==> src/rtl/weight_fetch_ctrl_if.sv <==
// Stream/memory bundle for weight_fetch_ctrl: layer-input sample stream,
// weight BRAM read port and the aligned {sample, weight} output stream.
// master = the fetch controller side, slave = its environment.
interface weight_fetch_ctrl_if #(
  parameter int addressWidth = 10,
  parameter int dataWidth    = 16
);
  logic                   in_valid;
  logic [dataWidth-1:0]   in_data;
  logic                   ready;
  logic                   w_ren;
  logic [addressWidth:0]  w_raddr;
  logic [dataWidth-1:0]   w_rdata;
  logic                   out_valid;
  logic [dataWidth-1:0]   out_data;
  logic [dataWidth-1:0]   out_weight;
  logic                   out_last;

  modport master (
    input  in_valid, in_data, w_rdata,
    output ready, w_ren, w_raddr, out_valid, out_data, out_weight, out_last
  );

  modport slave (
    output in_valid, in_data, w_rdata,
    input  ready, w_ren, w_raddr, out_valid, out_data, out_weight, out_last
  );
endinterface

==> src/rtl/weight_fetch_ctrl.sv <==
// weight_fetch_ctrl: sequences one neuron's weight memory for one pass.
// Each accepted sample issues a BRAM read; the sample is delayed one cycle
// so it lines up with the returned weight for the MAC stage.
// Optional build macro WFETCH_STATUS_EN adds the sticky overrun_err flag.
module weight_fetch_ctrl #(
  parameter int numWeight    = 784,
  parameter int addressWidth = 10,
  parameter int dataWidth    = 16
) (
  input  logic                   clk,
  input  logic                   rst_n,
  input  logic                   start,
  input  logic                   clear,
  weight_fetch_ctrl_if.master    bus,
  output logic                   busy,
  output logic                   done
`ifdef WFETCH_STATUS_EN
  ,
  output logic                   overrun_err
`endif
);

  typedef enum logic [1:0] {S_IDLE, S_RUN, S_DRAIN, S_DONE} state_t;

  localparam logic [addressWidth-1:0] LAST_ADDR = addressWidth'(numWeight - 1);

  state_t                  state_q, state_d;
  logic [addressWidth-1:0] addr_q, addr_d;
  logic                    out_valid_q, out_valid_d;
  logic                    out_last_q, out_last_d;
  logic [dataWidth-1:0]    out_data_q, out_data_d;
  logic                    ready_c;
  logic                    accept_c;

  // Next-state, address sequencing and align-stage loading
  always_comb begin
    state_d     = state_q;
    addr_d      = addr_q;
    ready_c     = 1'b0;
    accept_c    = 1'b0;
    out_valid_d = 1'b0;
    out_last_d  = 1'b0;
    out_data_d  = out_data_q;
    unique case (state_q)
      S_IDLE: begin
        if (start) begin
          state_d = S_RUN;
          addr_d  = '0;
        end
      end
      S_RUN: begin
        ready_c = 1'b1;
        if (bus.in_valid) begin
          accept_c    = 1'b1;
          out_valid_d = 1'b1;
          out_data_d  = bus.in_data;
          out_last_d  = (addr_q == LAST_ADDR);
          if (addr_q == LAST_ADDR) begin
            state_d = S_DRAIN;
            addr_d  = '0;
          end else begin
            addr_d = addr_q + 1'b1;
          end
        end
      end
      S_DRAIN: state_d = S_DONE;
      S_DONE:  state_d = S_IDLE;
      default: state_d = S_IDLE;
    endcase
    // clear overrides everything above; a read issued last cycle still
    // completes through the already-loaded align stage
    if (clear) begin
      state_d     = S_IDLE;
      addr_d      = '0;
      ready_c     = 1'b0;
      accept_c    = 1'b0;
      out_valid_d = 1'b0;
      out_last_d  = 1'b0;
      out_data_d  = out_data_q;
    end
  end

  // State, address and align-stage registers
  always_ff @(posedge clk or negedge rst_n) begin
    if (!rst_n) begin
      state_q     <= S_IDLE;
      addr_q      <= '0;
      out_valid_q <= 1'b0;
      out_last_q  <= 1'b0;
      out_data_q  <= '0;
    end else begin
      state_q     <= state_d;
      addr_q      <= addr_d;
      out_valid_q <= out_valid_d;
      out_last_q  <= out_last_d;
      out_data_q  <= out_data_d;
    end
  end

  assign bus.ready      = ready_c;
  assign bus.w_ren      = accept_c;
  assign bus.w_raddr    = {1'b0, addr_q};
  assign bus.out_valid  = out_valid_q;
  assign bus.out_last   = out_last_q;
  assign bus.out_data   = out_data_q;
  assign bus.out_weight = bus.w_rdata;
  assign busy           = (state_q == S_RUN) || (state_q == S_DRAIN);
  assign done           = (state_q == S_DONE);

`ifdef WFETCH_STATUS_EN
  logic overrun_q, overrun_d;
  logic start_ok;

  // Sticky dropped-sample flag; a new drop in the start cycle wins
  always_comb begin
    start_ok  = (state_q == S_IDLE) && start && !clear;
    overrun_d = (overrun_q && !start_ok) || (bus.in_valid && !ready_c);
  end

  // Overrun flag register
  always_ff @(posedge clk or negedge rst_n) begin
    if (!rst_n) overrun_q <= 1'b0;
    else        overrun_q <= overrun_d;
  end

  assign overrun_err = overrun_q;
`endif

endmodule

==> src/flat_wrapper.sv <==
// flat-port wrapper written by rule: the top's interface ports become plain ports
module weight_fetch_ctrl_flat 
#(
  parameter int numWeight    = 784,
  parameter int addressWidth = 10,
  parameter int dataWidth    = 16
)
  (clk, rst_n, start, clear, busy, done, bus_in_valid, bus_in_data, bus_w_rdata, bus_ready, bus_w_ren, bus_w_raddr, bus_out_valid, bus_out_data, bus_out_weight, bus_out_last);
  weight_fetch_ctrl_if #(.addressWidth(addressWidth), .dataWidth(dataWidth)) bus_i ();
  input  logic clk;
  input  logic rst_n;
  input  logic start;
  input  logic clear;
  output logic busy;
  output logic done;
  input wire logic [$bits(bus_i.in_valid)-1:0] bus_in_valid;
  input wire logic [$bits(bus_i.in_data)-1:0] bus_in_data;
  input wire logic [$bits(bus_i.w_rdata)-1:0] bus_w_rdata;
  output wire logic [$bits(bus_i.ready)-1:0] bus_ready;
  output wire logic [$bits(bus_i.w_ren)-1:0] bus_w_ren;
  output wire logic [$bits(bus_i.w_raddr)-1:0] bus_w_raddr;
  output wire logic [$bits(bus_i.out_valid)-1:0] bus_out_valid;
  output wire logic [$bits(bus_i.out_data)-1:0] bus_out_data;
  output wire logic [$bits(bus_i.out_weight)-1:0] bus_out_weight;
  output wire logic [$bits(bus_i.out_last)-1:0] bus_out_last;
  assign bus_i.in_valid = bus_in_valid;
  assign bus_i.in_data = bus_in_data;
  assign bus_i.w_rdata = bus_w_rdata;
  assign bus_ready = bus_i.ready;
  assign bus_w_ren = bus_i.w_ren;
  assign bus_w_raddr = bus_i.w_raddr;
  assign bus_out_valid = bus_i.out_valid;
  assign bus_out_data = bus_i.out_data;
  assign bus_out_weight = bus_i.out_weight;
  assign bus_out_last = bus_i.out_last;
  weight_fetch_ctrl #(.numWeight(numWeight), .addressWidth(addressWidth), .dataWidth(dataWidth)) u_core (.clk(clk), .rst_n(rst_n), .start(start), .clear(clear), .bus(bus_i), .busy(busy), .done(done));
endmodule
==> config.mk <==
export PLATFORM = sky130hd
export DESIGN_NAME = weight_fetch_ctrl_flat
export DESIGN_NICKNAME = d
export VERILOG_FILES = /design/src/rtl/weight_fetch_ctrl_if.sv /design/src/rtl/weight_fetch_ctrl.sv /design/src/flat_wrapper.sv
export SDC_FILE = /design/constraint.sdc
export NUM_CORES = 1
export LEC_CHECK = 0
export ABC_AREA = 1
export CAP_MARGIN = 20
export CORE_MARGIN = 2
export CORE_UTILIZATION = 30
export DETAILED_ROUTE_END_ITERATION = 8
export REMOVE_ABC_BUFFERS = 1
export SLEW_MARGIN = 20
export SYNTH_ARGS = -nofsm -noshare
export SYNTH_HDL_FRONTEND = slang
export SYNTH_SLANG_ARGS = --single-unit
==> constraint.sdc <==
create_clock -name clk -period 4.24 [get_ports clk]
set_input_delay 0.848 -clock clk [delete_from_list [all_inputs] [get_ports clk]]
set_output_delay 0.848 -clock clk [all_outputs]
set_load 0.03 [all_outputs]
[After elaboration in Yosys (flattened, before gate mapping)]
Cells that the tools add are included.
Widths: inputs -> output; s select.
Cells by class
  reductions and logical operators: 6
  bitwise logic cells: 1
  equality and inequality tests: 7
  add/subtract/negate cells: 1
  muxes and demuxes: 18
Operators with widths (number)
  $mux 10: 4
  $pmux 10 s2: 1
  $add 10x1->10 const B: 1
  $eq 10x10->1 const B: 1
  $reduce_and 3->1: 3
  $mux 1: 8
  $mux 2: 4
  $pmux 2 s4: 1
  $ne 3x3->1 const B: 2
  $eq 2x2->1 const B: 2
  $ne 3x2->1 const B: 1
  $reduce_bool 3->1: 1
  $eq 2x1->1 const B: 1
  $logic_not 2->1: 1
  $logic_or 1x1->1: 1
  $not 1->1: 1
Storage, ports and cells
  logic and storage cells: 38
  flip-flop bits (word level): 30
  output and inout port bits: 49
  bits of input ports: 37

[Longest topological paths before layout]
Gate-level depths: netlist (run 1).
  depth in word-level cells: 5
  mapped depth: 10
  gate-level depth less buffers: 10

[Worst setup path after synthesis (run 1)]
Ideal clock, no wire load.
  path type: input to output
  start: in clear
  end: out bus_w_ren
  required time: 3.392 ns
  path buffers: 1
  arrival time: 1.480 ns
  setup slack: 1.912 ns
  stages: 4
  path through: nor2_4 > nand2_4 > clkinv_2 > buf_6
Between the ends
  word-level cells in the longest chain between the ends: 1
RTL lines
  from (decl): RTL line flat_wrapper.sv:13  | input logic clear;
  $mux 1: RTL line weight_fetch_ctrl.sv:72  | if (clear) begin
  to (decl): RTL line flat_wrapper.sv:20  | output wire logic [$bits(bus_i.w_ren)-1:0] bus_w_ren;
Every way passes these cells.

[Worst setup path after layout (run 1)]
Ends and elaborated chain as after synthesis.

==> results.md, run 1 <==
- Fmax: 286 MHz
- Clk_lat worst skew: ~0.28 ns
- GRT Util Overall: 0.132
- Share of layout cells above drive strength 1: 0.115
- Worst R2R Setup Slack: ~2.6 ns
- Period utilisation layout: 0.824
- Count leader, synth: nand2_1
- Vias in the first global route: 1331
- Hold Path End: u_core.bus.out_data[6]$_DFFE_PN0P_
- Register Area: 751 µm²
- CP max stage cell: clkdlybuf4s50_1
- Die H: 77.9 µm
- CORE AREA: between 5000 and 6000 µm²
- Synth top area share: 0.458
- Global-route wire length before repair: between 6 and 7 mm
- Min-delay src: u_core.bus.out_data[6]$_DFFE_PN0P_
- DP HPWL: 2.85 mm
- Resized cells post-CTS: 0
- CP Class: in -> out
- DIE WIDTH: 77.9 µm
- Post-synthesis sequential area ratio: 0.458
- I/O pins: between 80 and 90
- Setup TNS Final: 0 ns
- Max clock buf depth: 2
- Remaining DRCs: 0
- Worst min-delay path class: reg -> reg
- CP Cell Sequence: clkdlybuf4s50_1 > nor2_4 > nand2_4 > clkinv_2 > clkdlybuf4s50_1
- Share of flip-flops with an asynchronous set or reset: 1.00
- Htree depth: 2
- WL per Instance: approximately 12 µm
- Post-CTS setup buffer count: 0
- CTS tree: built
- Final WS setup: 0.748 ns
- Pins Over Slew Limit: 0
- Yosys Warn Count: 0
- Peak fanout along the critical path: 18
- Hold slack: 0.483 ns
- Top cells by area, synth: dfrtp_1 46%, nand2_1 18%, buf_4 7.8%
- Area delta synth->final: 35.4%
- Final setup viols: 0
- Total Wirelength: ~3.8 mm
- RD Place Congestion: just under 0.8
- Met3 Resource Use GR: 0.0907
- GRT Residual Overflow: 0
- Largest net degree at the start of global routing: 24
- Iter 0 DRT Violations: 54
- RSZ-0062 raised after global routing: no
- Fin util: 0.429
- Most used cell, CP: clkdlybuf4s50_1
- Fin nets: 285
- Worst EP required: 3.39 ns
- Detail Route Antenna Nets: 0
- Worst reg2reg path endpoint: u_core.addr_q[6]$_DFFE_PN0P_
- Clock transition at the registers of the reported paths: 0.07 ns
- WP data arrival: 2.64 ns
- Startpoint Class: input port
- Synth Flop Type: dfrtp_1
- Max_slew headroom: 0.643
- CP endpoint kind: output port
- Hold buffers post-CTS: 0
- Peak supply drop: 0.325 mV
- Multi-input gate area: slightly below 700 µm²
- Post-DR vias/cell: around 4.3
- PD cells: 601 nW/µm²
- Most used routing layer: met2
- Worst Setup Slack post-DPL: 0.733 ns
- Initial Utilization: 0.317
- Flops & latches, synth: 30
- Num CTS Buffers: 5
- Most area-hungry cell type in the Yosys netlist: dfrtp_1
- Initial antenna violation count: 0
- First-pass detailed-route iteration total: 4
- GR Util met2: 0.193
- Syn Inst Count: 202
- Met1 Usage GRT: 0.157
- Post-synthesis cell area: approximately 1600 µm²
- # port buffers: 52
- Die area: about 6100 µm²
- Hold depth: 2
- Final Hold Fails: 0
- Post-layout minimum cycle time: ~3.5 ns
- Num Clock Sinks: 30
- Worst Reg-to-Reg Cells: 9
- Leakage: 0.00103 µW
- Row cnt: 26
- Worst path max stage delay: 0.71 ns
- Via count: 1340
- Syn avg cell area: between 8 and 9 µm²
- Reg2reg start: u_core.state_q[1]$_DFFE_PN0P_
- Root Buffer: clkbuf_8
- Clk_skew: 0.00646 ns
- Commonest cells in the netlist: 78 x nand2_1, 30 x dfrtp_1, 18 x nor2_1
- Distinct cells, synth: 25
- Filler cell count: 522
- Post-synth EDFFs: 0
- Number of diodes: 0
- Status: complete, no violations
- Worst slew pin tran: 0.536 ns
- Max_cap viols: 0
-- how the worst max path moves through the flow --
stage,start,to,slack (ns)
after CTS,clear,bus_w_ren,0.73
final,clear,bus_w_ren,0.75
after global routing,clear,bus_w_ren,0.59
after detailed placement,clear,bus_w_ren,0.73
after global placement,clear,bus_w_ren,0.76
after floorplan,clear,bus_w_ren,1.90
-- worst max-delay path: cells and delay by family --
kind | cells | cell delay (ns)
simple gates | 2 | 0.35
buf+inv | 3 | 1.43
-- metrics by stage --
step / instances / area (µm²) / total power [µW]
final: 314 / 2220 / 1330
after global routing: 314 / 2220 / 1420
after CTS: 314 / 2220 / 1360
after detailed placement: 306 / 2110 / 1060
after global placement: 306 / 2110 / 1060
after floorplan: 183 / 1490 / 804
-- cells in the final DEF (no fill, tap or decap), types with 2 or more instances in the layout --
master            n
o21bai_1          2
inv_1            13
nand4_1           4
clkdlybuf4s50_1  51
clkinvlp_4        2
o21ai_0           6
nand3_2           2
o21ai_1           2
nor2_4            2
nand3_1           4
nand2_4           2
nand2_1          78
ha_1              5
nor2_2            2
clkbuf_8          5
dfrtp_1          30
nor2_1           18
nand2_2           3
inv_2             4
-- sequential cells by signal, summed over array words and instances, names as in the netlist --
signal	flops
u_core.addr_q	10
u_core.bus.out_valid	1
u_core.bus.out_data	16
u_core.bus.out_last	1
u_core.state_q	2
-- power breakdown --
group	total (µW)	switching, µW	internal (µW)	leakage, µW
clock	286	112	175	0.0000504
sequential	423	53.0	370	0.000392
combinational	624	381	243	0.000589
-- metal layers --
layer / vias up / share of wire / routed length [µm]
met5: - / 0 / 0
met4: 0 / 0.0051 / 19
met3: 4 / 0.14 / 543
met2: 74 / 0.44 / 1630
met1: 580 / 0.41 / 1560
li1: 682 / - / -
-- kinds of logic after synthesis --
logic type / after synthesis / synth area share
buffers and inverters: 37 / 0.130
and+or+nand+nor: 118 / 0.332
other: 1 / 0.00229
AOI/OAI and AO/OA: 10 / 0.0336
DFF: 30 / 0.458
adders and majority gates: 5 / 0.0382
xor gates and xnor gates: 1 / 0.00535
-- cell type report --
type	instances	share of cell area
tap	70	0.0395
sequential	30	0.338
clock buffer	5	0.0310
multi-input combinational	135	0.304
inverter	18	0.0310
timing repair buffer	53	0.236
clock inverter	3	0.0203
Power figures use the tool's default switching activity.
==> run 2: changes to the inputs <==
Clock period 4.24 ns to 3.3 ns, I/O delays scaled along.
==> results.md, run 2 (synthesis results as in run 1) <==
- Vias in the first global route: 1384
- RD Place Congestion: 0.779
- Status: complete, no violations
- PD cells: 759 nW/µm²
- Hold buffers post-CTS: 0
- Worst R2R Setup Slack: roughly 1.7 ns
- Met3 Resource Use GR: 0.0837
- Final Hold Fails: 0
- Most used routing layer: met2
- Final setup viols: 0
- Worst Reg-to-Reg Cells: 9
- Global-route wire length before repair: 6.28 mm
- Share of layout cells above drive strength 1: 0.114
- Worst min-delay path class: reg -> reg
- Max clock buf depth: 2
- WP data arrival: 2.27 ns
- Iter 0 DRT Violations: 61
- Placed inst area: 2120 µm²
- Most common cell after layout, fill and taps aside: nand2_1
- Min-delay src: u_core.bus.out_data[11]$_DFFE_PN0P_
- Final non-filler cell area: 2230 µm²
- WL per Instance: 11.8 µm
- Worst reg2reg path endpoint: u_core.bus.out_data[9]$_DFFE_PN0P_
- Worst EP required: 2.64 ns
- Clock transition at the registers of the reported paths: ~0.06 ns
- CP endpoint kind: output port
- Met1 Usage GRT: 0.162
- Fin nets: 286
- Peak fanout along the critical path: 18
- Largest net degree at the start of global routing: 31
- Clk_lat worst skew: 0.27 ns
- CP Class: in -> out
- Most frequent cells in the layout: 78 x nand2_1, 52 x clkdlybuf4s50_1, 30 x dfrtp_1, 18 x nor2_1, 13 x inv_1
- Initial Utilization: 0.317
- Area delta synth->final: 36.0%
- GRT Residual Overflow: 0
- Setup TNS Final: 0 ns
- Post-DR vias/cell: 4.31
- Detail Route Antenna Nets: 0
- Root Buffer: clkbuf_8
- Clk_skew: between 0.004 and 0.005 ns
- Remaining DRCs: 0
- DIE WIDTH: 77.9 µm
- Fmax: about 340 MHz
- Total Wirelength: 3.72 mm
- Pins Over Slew Limit: 0
- Filler cell count: 527
- GR Util met2: 0.197
- Peak supply drop: 0.365 mV
- Hold slack: 0.478 ns
- Max reg flops: 16
- Max_cap viols: 0
- GRT Util Overall: 0.133
- # port buffers: 52
- Via count: about 1400
- Die H: about 80 µm
- Number of diodes: 0
- Num Clock Sinks: 30
- Startpoint Class: input port
- Hold depth: 2
- Die area: about 6100 µm²
- I/O pins: 86
- Htree depth: 2
- Reg2reg start: u_core.state_q[1]$_DFFE_PN0P_
- First-pass detailed-route iteration total: 4
- DP HPWL: 2.76 mm
- RSZ-0062 raised after global routing: no
- Hold Path End: u_core.bus.out_data[11]$_DFFE_PN0P_
- Period utilisation layout: 0.889
- Resized cells post-CTS: 0
- Post-layout minimum cycle time: 2.93 ns
- Num CTS Buffers: 5
- CTS tree: built
- Leakage: 0.00104 µW
- Row cnt: 26
- Initial antenna violation count: 0
- CORE AREA: 5170 µm²
- Post-CTS setup buffer count: 0
run 2: cell types whose count changed in the layout (fill, tap and decap cells not counted), sizes merged:
cell           change
clkdlybuf4s50      +1
bufinv             -1
clkbuf             +3
clkinvlp           -2
run 2: critical path, stage by stage:
cell and delay, ns:
clkdlybuf4s50_1 0.51, nor2_4 0.20, nand2_4 0.16, clkinv_2 0.08, clkdlybuf4s50_1 0.66
run 2: per-stage QoR:
| step | power (µW) | instances | utilization | setup slack (ns) |
|---|---|---|---|---|
| floorplan | 1030 | 183 | - | 1.25 |
| global placement | 1350 | 307 | 0.409 | 0.376 |
| detailed placement | 1360 | 307 | 0.409 | 0.348 |
| CTS | 1720 | 315 | 0.431 | 0.340 |
| global route | 1800 | 315 | 0.431 | 0.258 |
| finish | 1690 | 315 | 0.431 | 0.366 |
run 2: worst max path at each step:
| stage | slack, ns | from | to |
|---|---|---|---|
| floorplan | 1.25 | u_core.state_q[1]$_DFFE_PN0P_ | bus_w_ren |
| global placement | 0.38 | clear | bus_w_ren |
| detailed placement | 0.35 | clear | bus_w_ren |
| CTS | 0.34 | clear | bus_w_ren |
| global route | 0.26 | clear | bus_w_ren |
| finish | 0.37 | clear | bus_w_ren |
run 2: report_power, final:
group	switching [µW]	internal, µW	leakage [µW]
Combinational	487	314	0.000595
Clock	134	210	0.0000575
Sequential	68.9	476	0.000392
Total	689	1000	0.00104
run 2: per-layer routing:
metal	wire, µm	vias to the layer above
met2	1610	68
met5	0	-
li1	-	684
met3	452	5
met1	1620	600
met4	36	0
run 2: layout make-up:
cell class                 count  area [µm²]  share of cell area
clock buffer                   8         110              0.0494
inverter                      18        68.8              0.0309
multi-input combinational    135         674               0.303
sequential                    30         751               0.337
tap                           70        87.6              0.0393
timing repair buffer          54         536               0.240
==> edit, RTL diff (settings of run 2) <==
`dataWidth` is set to 16 in 3 places; all go to 32.
--- a/src/rtl/weight_fetch_ctrl_if.sv
+++ b/src/rtl/weight_fetch_ctrl_if.sv
@@ -5,3 +5,3 @@
   parameter int addressWidth = 10,
-  parameter int dataWidth    = 16
+  parameter int dataWidth    = 32
 );
--- a/src/rtl/weight_fetch_ctrl.sv
+++ b/src/rtl/weight_fetch_ctrl.sv
@@ -7,3 +7,3 @@
   parameter int addressWidth = 10,
-  parameter int dataWidth    = 16
+  parameter int dataWidth    = 32
 ) (
--- a/src/flat_wrapper.sv
+++ b/src/flat_wrapper.sv
@@ -5,3 +5,3 @@
   parameter int addressWidth = 10,
-  parameter int dataWidth    = 16
+  parameter int dataWidth    = 32
 )
Ports: changed (resized bus_in_data, bus_out_data, bus_out_weight and bus_w_rdata); port bits go from 86 to 150. No check against the original RTL was run, so the function may have changed too.
==> edit against run 2 <==
Wire length grew 68%. Sequential power grew 61%. Synthesized area grew 37%. Cell area is 37% higher. Sequential cell count increased by 16. Core utilization shrank 1.0 points. Power up 52%. Worst setup slack improved by 0.20 ns. Largest power group unchanged.
==> edit: results (changes against run 2) <==
[synthesis] Synth Area in XOR/XNOR 0% [-0.53 points]
[routing] via density per instance 4.367 [+1.4%]
[hold_path] type of the worst min-delay path primary input to async pin
[timing] setup skew after layout 0.008935 ns [+0.004710 ns]
[cells_and_area] layout cells sized above 1 4.834% [-6.6 points]
[pwr] Comb group 1.27 mW [+59%]
[pwr] reported leakage power 1.442 nW [+38%]
[routing] violation count after the first detailed-routing iteration 73 [+20%]
[grt] number of antenna violations at the first check in global routing 0 [unchanged]
[placement] total placed cells including tap cells 422 [+37%]
[routing] total via count in the routed design 1878 [+38%]
[placement] Routability Congestion 0.8222 [+5.5%]
[cells_and_area] max FFs per register 32 [+16]
[clock_tree] clock slew at reported path FFs 0.08 ns [+0.02 ns]
[cells_and_area] final net count 404 [+41%]
[grt] first-pass GRT wire length 10010 µm [+59%]
[synthesis] biggest area contributors in the synthesized netlist sky130_fd_sc_hd__dfrtp_1 (51%), sky130_fd_sc_hd__nand2_1 (21%), sky130_fd_sc_hd__buf_4 (11%), sky130_fd_sc_hd__nor2_1 (3.3%), sky130_fd_sc_hd__ha_1 (2.8%)
[synthesis] fraction of the yosys area taken by sequential cells 51.20% [+5.4 points]
[pwr] peak ir drop on the vdd network 288.3 µV [-21%]
[pwr] Net Sw Power 1.070 mW [+55%]
[setup_path] Max Fanout on Critical Path 5 [-13]
[synthesis] most numerous cell types in the synthesized netlist sky130_fd_sc_hd__nand2_1 (125), sky130_fd_sc_hd__dfrtp_1 (46), sky130_fd_sc_hd__buf_4 (33), sky130_fd_sc_hd__nor2_1 (20), sky130_fd_sc_hd__inv_1 (12)
[synthesis] post-synthesis area per instance 8.117 µm² [+0.11%]
[placement] total half-perimeter wirelength after legalization and detailed placement 4556 µm [+65%]
[synthesis] post-synthesis async set-or-reset flop share 100.0% [unchanged]
[grt] largest net degree at the start of global routing 47 [+52%]
[synthesis] post-synth cell types 21 [-16%]
[pwr] Clk. pwr 0.417 mW [+21%]
[synthesis] adder and majority cell fraction of the synthesized area 2.782% [-1.0 points]
[clock_tree] later-pin clock latency in the skew report 0.29 ns [+0.02 ns]
[routing] Detailed Route WL 6238 µm [+68%]
[setup_path] CP Data Arrival Time 2.07 ns [-0.20 ns]
[grt] number of global-route vias before repair 1840 [+33%]
[status] result of the run completed
[grt] total routing resource utilization after global routing 15.64% [+2.4 points]
[synthesis] fraction of the mapped netlist area in compound gates 2.449% [-0.91 points]
[placement] Buffers on Ports 84 [+62%]
[setup_path] max incr delay on CP 0.71 ns [+0.05 ns]
-- edit: metrics by stage --
step                      power, mW  worst slack [ns]  util, %
final                         2.564            0.5668    42.02
after global placement        2.151            0.6156    40.47
after floorplan               1.597            0.4894        -
after detailed placement      2.165            0.5777    40.47
after global routing          2.727            0.5065    42.02
after CTS                     2.596            0.5771    41.99
-- edit: cell type report --
| class | instances | area, µm² | area share [%] |
|---|---|---|---|
| sequential | 46 | 1151 | 37.77 |
| timing repair buffer | 86 | 850.8 | 27.91 |
| multi-input combinational | 178 | 763.2 | 25.04 |
| tap | 99 | 123.9 | 4.064 |
| clock buffer | 6 | 72.57 | 2.381 |
| inverter | 13 | 48.80 | 1.601 |
| clock inverter | 2 | 37.54 | 1.232 |
-- edit: layer usage --
metal	part of all wire, %	track usage, %	vias up
met5	0	3.205	-
met4	0.93	3.333	0
met3	14	10.60	6
met2	39	19.84	100
met1	45	21.38	857
li1	-	-	915
-- edit: path summary, 6_finish.rpt --
path / start / endpoint / slack [ns] / cells after the start
min in group clk: u_core.bus.out_data[15]$_DFFE_PN0P_ / u_core.bus.out_data[15]$_DFFE_PN0P_ / 0.49 / 2
worst max-delay path: clear / bus_ready / 0.57 / 3
worst max register to register: u_core.state_q[0]$_DFFE_PN0P_ / u_core.addr_q[6]$_DFFE_PN0P_ / 1.59 / 7
worst min register to register: u_core.bus.out_data[15]$_DFFE_PN0P_ / u_core.bus.out_data[15]$_DFFE_PN0P_ / 0.49 / 2
worst min-delay path: rst_n / u_core.addr_q[3]$_DFFE_PN0P_ / 0.36 / 1
max in group asynchronous: rst_n / u_core.state_q[1]$_DFFE_PN0P_ / 2.55 / 1
